==> config.mk <==
export PLATFORM = sky130hd
export DESIGN_NAME = exe_branch_ctrl
export DESIGN_NICKNAME = d
export VERILOG_FILES = /design/src/rtl/arm_pkg.sv /design/src/rtl/branch_target_adder.sv /design/src/rtl/exe_branch_ctrl.sv
export SDC_FILE = /design/constraint.sdc
export NUM_CORES = 1
export LEC_CHECK = 0
export ABC_AREA = 1
export CAP_MARGIN = 20
export CORE_MARGIN = 3
export CORE_UTILIZATION = 50
export DETAILED_ROUTE_END_ITERATION = 8
export PLACE_DENSITY = 0.83
export SLEW_MARGIN = 30
export SYNTH_ARGS = -nofsm -noshare
export SYNTH_HDL_FRONTEND = slang
export SYNTH_SLANG_ARGS = --single-unit
==> constraint.sdc <==
create_clock -name clk -period 2 [get_ports clk]
set_input_delay 0.2 -clock clk [delete_from_list [all_inputs] [get_ports clk]]
set_output_delay 0.2 -clock clk [all_outputs]
set_load 0.02 [all_outputs]
==> src/rtl/arm_pkg.sv <==
// Shared ARM execute-stage constants: datapath width, branch offset geometry,
// NZCV bit positions and the branch-control state type.
package arm_pkg;

  localparam int unsigned XLEN         = 32;
  localparam int unsigned IMM_W        = 24;
  localparam int unsigned OFFSET_SHIFT = 2;
  localparam int unsigned NZCV_W       = 4;
  localparam int unsigned KILL_W       = 2;
  localparam int unsigned BCNT_W       = 16;

  localparam int unsigned NZCV_N = 3;
  localparam int unsigned NZCV_Z = 2;
  localparam int unsigned NZCV_C = 1;
  localparam int unsigned NZCV_V = 0;

  typedef enum logic {
    BR_IDLE = 1'b0,
    BR_PEND = 1'b1
  } br_state_e;

  // Word offset -> sign-extended byte offset (imm * 4).
  function automatic logic [XLEN-1:0] sext_offset(input logic [IMM_W-1:0] imm);
    return {{(XLEN-IMM_W-OFFSET_SHIFT){imm[IMM_W-1]}}, imm, {OFFSET_SHIFT{1'b0}}};
  endfunction

endpackage

==> src/rtl/branch_target_adder.sv <==
// Combinational branch target: pc + (sign_extend(imm_signed_24) << 2), modulo 2^32.
module branch_target_adder
  import arm_pkg::*;
(
  input  logic [XLEN-1:0]  pc,
  input  logic [IMM_W-1:0] imm_signed_24,
  output logic [XLEN-1:0]  target
);

  assign target = pc + sext_offset(imm_signed_24);

endmodule

==> src/rtl/exe_branch_ctrl.sv <==
// Execute-stage branch control: redirect, shadow-slot squashing, stalled-branch
// deferral and NZCV update. Define EXE_BRANCH_CNT_EN to build the taken-branch counter.
module exe_branch_ctrl
  import arm_pkg::*;
#(
  parameter int unsigned SHADOW = 1
) (
  input  logic              clk,
  input  logic              rst,
  input  logic              freeze,
  input  logic              b,
  input  logic              s_in,
  input  logic              wb_en_in,
  input  logic              mem_r_en_in,
  input  logic              mem_w_en_in,
  input  logic [XLEN-1:0]   pc,
  input  logic [IMM_W-1:0]  imm_signed_24,
  input  logic [NZCV_W-1:0] alu_nzcv,
  output logic              flush,
  output logic [XLEN-1:0]   branch_addr,
  output logic              wb_en,
  output logic              mem_r_en,
  output logic              mem_w_en,
  output logic [NZCV_W-1:0] status,
  output logic [BCNT_W-1:0] branch_cnt
);

  localparam logic [KILL_W-1:0] SHADOW_LD = KILL_W'(SHADOW);

  br_state_e         r_state;
  br_state_e         w_state_nxt;
  logic [KILL_W-1:0] r_kill_cnt;
  logic [KILL_W-1:0] w_kill_cnt_nxt;
  logic [XLEN-1:0]   r_pend_addr;
  logic [XLEN-1:0]   w_pend_addr_nxt;
  logic [NZCV_W-1:0] r_status;
  logic [NZCV_W-1:0] w_status_nxt;
  logic [XLEN-1:0]   w_target;
  logic              w_live;
  logic              w_pass;
  logic              w_flush;
  logic [XLEN-1:0]   w_branch_addr;

  branch_target_adder u_target (
    .pc            (pc),
    .imm_signed_24 (imm_signed_24),
    .target        (w_target)
  );

  assign w_live = (r_kill_cnt == '0);
  assign w_pass = w_live && (r_state == BR_IDLE);

  always_ff @(posedge clk or posedge rst) begin
    if (rst) begin
      r_state     <= BR_IDLE;
      r_kill_cnt  <= '0;
      r_pend_addr <= '0;
      r_status    <= '0;
    end else begin
      r_state     <= w_state_nxt;
      r_kill_cnt  <= w_kill_cnt_nxt;
      r_pend_addr <= w_pend_addr_nxt;
      r_status    <= w_status_nxt;
    end
  end

  always_comb begin
    w_state_nxt     = r_state;
    w_kill_cnt_nxt  = r_kill_cnt;
    w_pend_addr_nxt = r_pend_addr;
    w_status_nxt    = r_status;
    w_flush         = 1'b0;
    w_branch_addr   = '0;

    unique case (r_state)
      // Deferred redirect fires on the first unfrozen cycle; the slot is masked.
      BR_PEND: begin
        if (!freeze) begin
          w_flush        = 1'b1;
          w_branch_addr  = r_pend_addr;
          w_state_nxt    = BR_IDLE;
          w_kill_cnt_nxt = SHADOW_LD;
        end
      end
      default: begin
        if (w_live) begin
          if (b && !freeze) begin
            w_flush        = 1'b1;
            w_branch_addr  = w_target;
            w_kill_cnt_nxt = SHADOW_LD;
          end else if (b) begin
            w_state_nxt     = BR_PEND;
            w_pend_addr_nxt = w_target;
          end
          if (s_in && !freeze) begin
            w_status_nxt = alu_nzcv;
          end
        end else if (!freeze) begin
          w_kill_cnt_nxt = r_kill_cnt - KILL_W'(1);
        end
      end
    endcase

    // Reset must silence the redirect immediately, before the registers settle.
    if (rst) begin
      w_flush       = 1'b0;
      w_branch_addr = '0;
    end
  end

  assign flush       = w_flush;
  assign branch_addr = w_branch_addr;
  assign wb_en       = wb_en_in    & w_pass;
  assign mem_r_en    = mem_r_en_in & w_pass;
  assign mem_w_en    = mem_w_en_in & w_pass;
  assign status      = r_status;

`ifdef EXE_BRANCH_CNT_EN
  logic [BCNT_W-1:0] r_branch_cnt;

  always_ff @(posedge clk or posedge rst) begin
    if (rst) begin
      r_branch_cnt <= '0;
    end else if (w_flush) begin
      r_branch_cnt <= r_branch_cnt + BCNT_W'(1);
    end
  end

  assign branch_cnt = r_branch_cnt;
`else
  assign branch_cnt = '0;
`endif

endmodule

* Word-level counts from Yosys, hierarchy flattened *
Index checks and enable logic that the tools add are counted.

operators by class
  add/sub/neg operators = 2
  bitwise gates (word level) = 5
  reductions and logical operators = 8
  equality and inequality tests = 3
  multiplexer cells = 20

operator list
  cell                                                                 count
  32-bit two-way mux                                                   5
  32-bit adder                                                         1
  1-bit two-way mux                                                    10
  2-bit two-way mux                                                    5
  3-bit AND reduction                                                  2
  4-bit AND reduction                                                  1
  1-bit AND                                                            3
  1-bit logical AND                                                    3
  3-bit by 2-bit != test with 1-bit output (second input constant)     1
  2-bit zero test                                                      1
  2-bit by 1-bit != test with 1-bit output (second input constant)     1
  2-bit != test (second input constant)                                1
  1-bit NOT                                                            2
  2-bit by 1-bit subtractor with 2-bit output (second input constant)  1
  1-bit zero test                                                      1

word-level totals
  input bits = 68
  register bits after elaboration = 39

* Logic depth before layout (Yosys ltp) *
  depth after elaboration = 6
  mapped depth = 14
  depth with buffers taken out = 14

* Modules after synthesis *
A second synthesis with hierarchy kept.

unflattened totals
  cells, all modules = 753
  area total of the unflattened synthesis = 4518.1 sq um

modules (own cells, without submodules)
  module               cells an instance  instances  sequential area each (sq um)  area each (sq um)
  exe_branch_ctrl      305                1          975.9                         2272.2
  branch_target_adder  448                1          0.0                           2245.9

* Least setup slack after synthesis *
No wires, ideal clock.

  kind = input -> output
  from = input pc[2]
  to = output branch_addr[22]
  stages = 13
  path slack = 0.101 ns
  arrival = 1.699 ns
  buffers on the path = 0
  path through = ha_1 -> fa_1 -> nand3_1 -> nand3_2 -> nand3_1 -> nand3b_1 -> nand2_1 -> nand2_1 -> nand2_1 -> nand2_1 -> nand2_1 -> nand2_1 -> inv_1

on the way
  word-level cells in the longest chain between the ends = 5

ends and longest elaborated chain
  element             RTL line                   source
  from (decl)         exe_branch_ctrl.sv:16      input logic [XLEN-1:0] pc,
  32-bit adder        branch_target_adder.sv:10  assign target = pc + sext_offset(imm_signed_24);
  32-bit two-way mux  exe_branch_ctrl.sv:87      if (b && !freeze) begin
  32-bit two-way mux  exe_branch_ctrl.sv:86      if (w_live) begin
  32-bit two-way mux  exe_branch_ctrl.sv:75      unique case (r_state)
  32-bit two-way mux  exe_branch_ctrl.sv:105     if (rst) begin
  to (decl)           exe_branch_ctrl.sv:20      output logic [XLEN-1:0] branch_addr,

Every way passes these cells.

* Worst setup path in the final report *
  from = input imm_signed_24[0]
  to = output branch_addr[22]

on the way
  word-level cells in the longest chain between the ends = 5

ends and longest elaborated chain
  element             RTL line                   source
  from (decl)         exe_branch_ctrl.sv:17      input logic [IMM_W-1:0] imm_signed_24,
  32-bit adder        branch_target_adder.sv:10
  32-bit two-way mux  exe_branch_ctrl.sv:87
  32-bit two-way mux  exe_branch_ctrl.sv:86
  32-bit two-way mux  exe_branch_ctrl.sv:75
  32-bit two-way mux  exe_branch_ctrl.sv:105

Every way passes these cells.

==> impl_metrics.py <==
metrics = {
    "synth": {
        "ys_seq_area_share_pct": 21.8,
        "synth-edff-count": 0,
        "yosys_warnings": 0,
        "ys_async_sr_fraction_pct": 100,
        "ys.flop_type": "dfrtp_1",
        "syn_inst": 758,
        "yosys_register_bits": 39,
        "synth.avg_cell_area_um2": 5.90,
        "synth.distinct_cells": 32,
        "synth_area_mm2": 0.00447,
    },
    "timing": {
        "finalSetupViolations": 62,
        "tns_ns": -6.83,
        "period_share_pct": 116,
        "hold_viol": 0,
        "fin_skew_ns": 0.00781,
        "slew_viol_final": 0,
        "fin_ws_ns": -0.321,
        "max_freq_mhz": 431,
        "rsz0062_at_grt": "yes",
        "fin_crit_ns": 2.32,
        "timing.hold.ws_ns": 0.239,
    },
    "power_and_ir_drop": {
        "p_leak_uw": 0.00431,
        "ir_worst_vdd_uv": 430,
        "powerDensity_mw_per_mm2": 795,
    },
    "clock_network": {
        "root_buffer": "clkbuf_8",
        "cts.sinks": 39,
        "cts_tree": "built",
        "cts_max_path_buffers": 2,
        "clock_latency_ns": 0.30,
        "clk_pin_slew_worst_paths_ns": 0.08,
        "numCtsBuffers": 5,
        "htreeDepth": 2,
    },
    "final_layout": {
        "nNetsFinal": 1057,
        "final_cell_count_no_fill": 1065,
        "diodes": 0,
        "area_growth_pct": 78.5,
        "drive_gt1_share_pct": 52.4,
        "design_area_mm2": 0.00798,
    },
    "routing": {
        "wire_per_inst_um": 23.3,
        "via_per_inst": 6.29,
        "routed_wl_um": 24900,
        "drcViolationCount": 0,
        "ant_nets": 0,
        "drtIter0Drc": 878,
        "vias": 6697,
        "dr.pass1.iters": 7,
    },
    "global_routing": {
        "grt_pass1_wl_um": 26500,
        "antenna_found_initial": 0,
        "grt_max_degree": 36,
        "grt_usage_pct": 32.1,
        "grt_pass1_vias": 5754,
        "gr-total-overflow": 0,
    },
    "critical_path": {
        "crit_type": "in2out",
        "crit_path_frequent_cell": "nand2_1",
        "ff2ff_path_depth": 10,
        "timing.rr.end": "r_pend_addr[3]$_DFFE_PP0P_",
        "critPathBufInv": 3,
        "rr_startpoint": "r_kill_cnt[0]$_DFFE_PP0P_",
        "reg2reg_slack_ns": -0.15,
        "required_ns": 1.80,
        "crit_slowest_cell": "fa_2",
        "cp.depth": 15,
        "cpPeakStageDelay_ns": 0.37,
        "crit_fanout": 4,
        "crit_path_cell_trace": "buf_6 -> ha_4 -> fa_2 -> nand3_2 -> nand3_4 -> nand3_2 -> nand3b_1 -> nand2_1 -> nand2_1 -> nand2_1 -> nand2_2 -> nand2_1 -> nand2_1 -> inv_1 -> buf_6",
        "critical_path.startpoint_type": "input port",
        "endpoint_kind": "primary output",
        "arrival_ns": 2.12,
        "crit_family": "simple AND/OR/NAND/NOR gates",
    },
    "floorplan": {
        "core_region_area_mm2": 0.00846,
        "io_pins": 124,
        "die_area_mm2": 0.0101,
        "rows": 33,
        "die_w_um": 101,
        "die_h_um": 101,
        "start_util_pct": 52.8,
    },
    "placement": {
        "dpl_worst_slack_ns": -0.931,
        "placed_cells": 1021,
        "numPortBuffers": 107,
        "place_hpwl_um": 10500,
        "place_congestion": 0.911,
        "place_area_mm2": 0.00605,
    },
    "outcome": {
        "violations": "setup timing",
        "outcome": "finished, violations left",
    },
    "min_path": {
        "hp-class": "in2async",
    },
    "flow_run": {
        "cap_violations": 0,
    },
}
==> synth_stat cells, types with 7 or more instances <==
cell type	count	share of area, %
inv_1	156	13
inv_2	7	0.59
o21ai_1	27	3.0
nand2_1	265	22
nor3_1	7	0.78
nand3_1	38	4.3
xor2_1	12	2.3
a21oi_1	38	4.3
ha_1	29	8.1
dfrtp_1	39	22
o21ai_0	15	1.7
buf_4	19	3.2
nor2_1	53	4.4
==> layout by cell type (no fill, tap or decap), types with 6 or more instances in the layout <==
master	instances
nand2_1	139
dlygate4sd2_1	9
o21ai_1	26
a21oi_4	10
clkdlybuf4s50_1	18
inv_2	39
nand3_1	18
nand2_2	83
nand3_2	16
o21ai_0	10
nor2_2	15
nor3_4	6
a21oi_1	13
nor2_1	27
a21oi_2	16
buf_2	8
o21ai_2	6
conb_1	16
nand2_4	45
buf_6	39
inv_1	120
ha_4	29
dfrtp_1	38
nor2_4	15
buf_4	103
nand3_4	6
clkbuf_2	23
clkdlybuf4s15_1	7
xor2_2	7
==> how the worst max path moves through the flow <==
stage	to	slack (ns)	from
after floorplan	branch_addr[22]	0.10	pc[2]
after global placement	branch_addr[22]	-0.92	pc[2]
after detailed placement	branch_addr[24]	-0.93	pc[2]
after CTS	branch_addr[22]	-0.12	imm_signed_24[0]
after global routing	branch_addr[28]	-0.41	pc[5]
final	branch_addr[22]	-0.32	imm_signed_24[0]
==> final cells by class <==
class | instances | area, µm²
clock buffers | 6 | 72.6
clock inverters | 2 | 60.1
fillers | 242 | 480
inverters | 163 | 622
multi-input cells | 539 | 4350
flip-flops and latches | 39 | 977
well taps | 105 | 131
repair buffers | 211 | 1770
==> sequential cells by signal, indices dropped and copies added (netlist names) <==
signal / count
status: 4
r_state: 1
r_kill_cnt: 2
r_pend_addr: 32
==> report_power, final <==
part | internal, µW | total (µW) | switching (µW)
Sequential | 1160 | 1400 | 238
Clock | 499 | 797 | 298
Combinational | 1630 | 4150 | 2520
==> through the flow <==
stage	util (%)	total power [µW]
CTS	84.3	5230
global placement	71.4	3950
detailed placement	71.4	4060
finish	94.3	6340
floorplan	-	2990
global route	94.3	6520
==> cell families (layout without fill, tap and decap cells) <==
family          after synthesis  count (layout)  share of synthesized area, %
simple gates                380             380                          34.8
buf+inv                     195             382                          18.9
compound gates               93              93                          11.7
flops                        39              39                          21.8
fa+ha+maj                    30              30                          8.56
xor+xnor                     16              16                          3.13
mux                           4               4                          1.01
other cells                   1              16                        0.0838
==> worst register-to-register path, cell delays in order, from the launching register on <==
cell and delay, ns:
dfrtp_1 0.43, nor2_4 0.16, buf_4 0.12, buf_4 0.10
inv_2 0.02, nor2_1 0.22, inv_2 0.13, nor3_4 0.26
buf_4 0.35, nand2_1 0.13, o21ai_0 0.12
==> timing repair <==
item | 4_1_cts | 5_1_grt
setup buffers | 29 | 11
hold buffers | 0 | 0
resized for setup | 452 | 310
setup endpoints to repair | 36 | 35
pin swaps | 84 | 123
==> layer usage <==
metal  wire [µm]  vias to the layer above  global-route usage [%]
met4        2560                        0                    15.9
li1            -                     2677                       -
met1        8070                     2981                    37.9
met2       11100                      765                    56.7
met3        3140                      274                    4.29
met5           0                        -                       0
No activity file was read; power rests on OpenSTA's default activity.
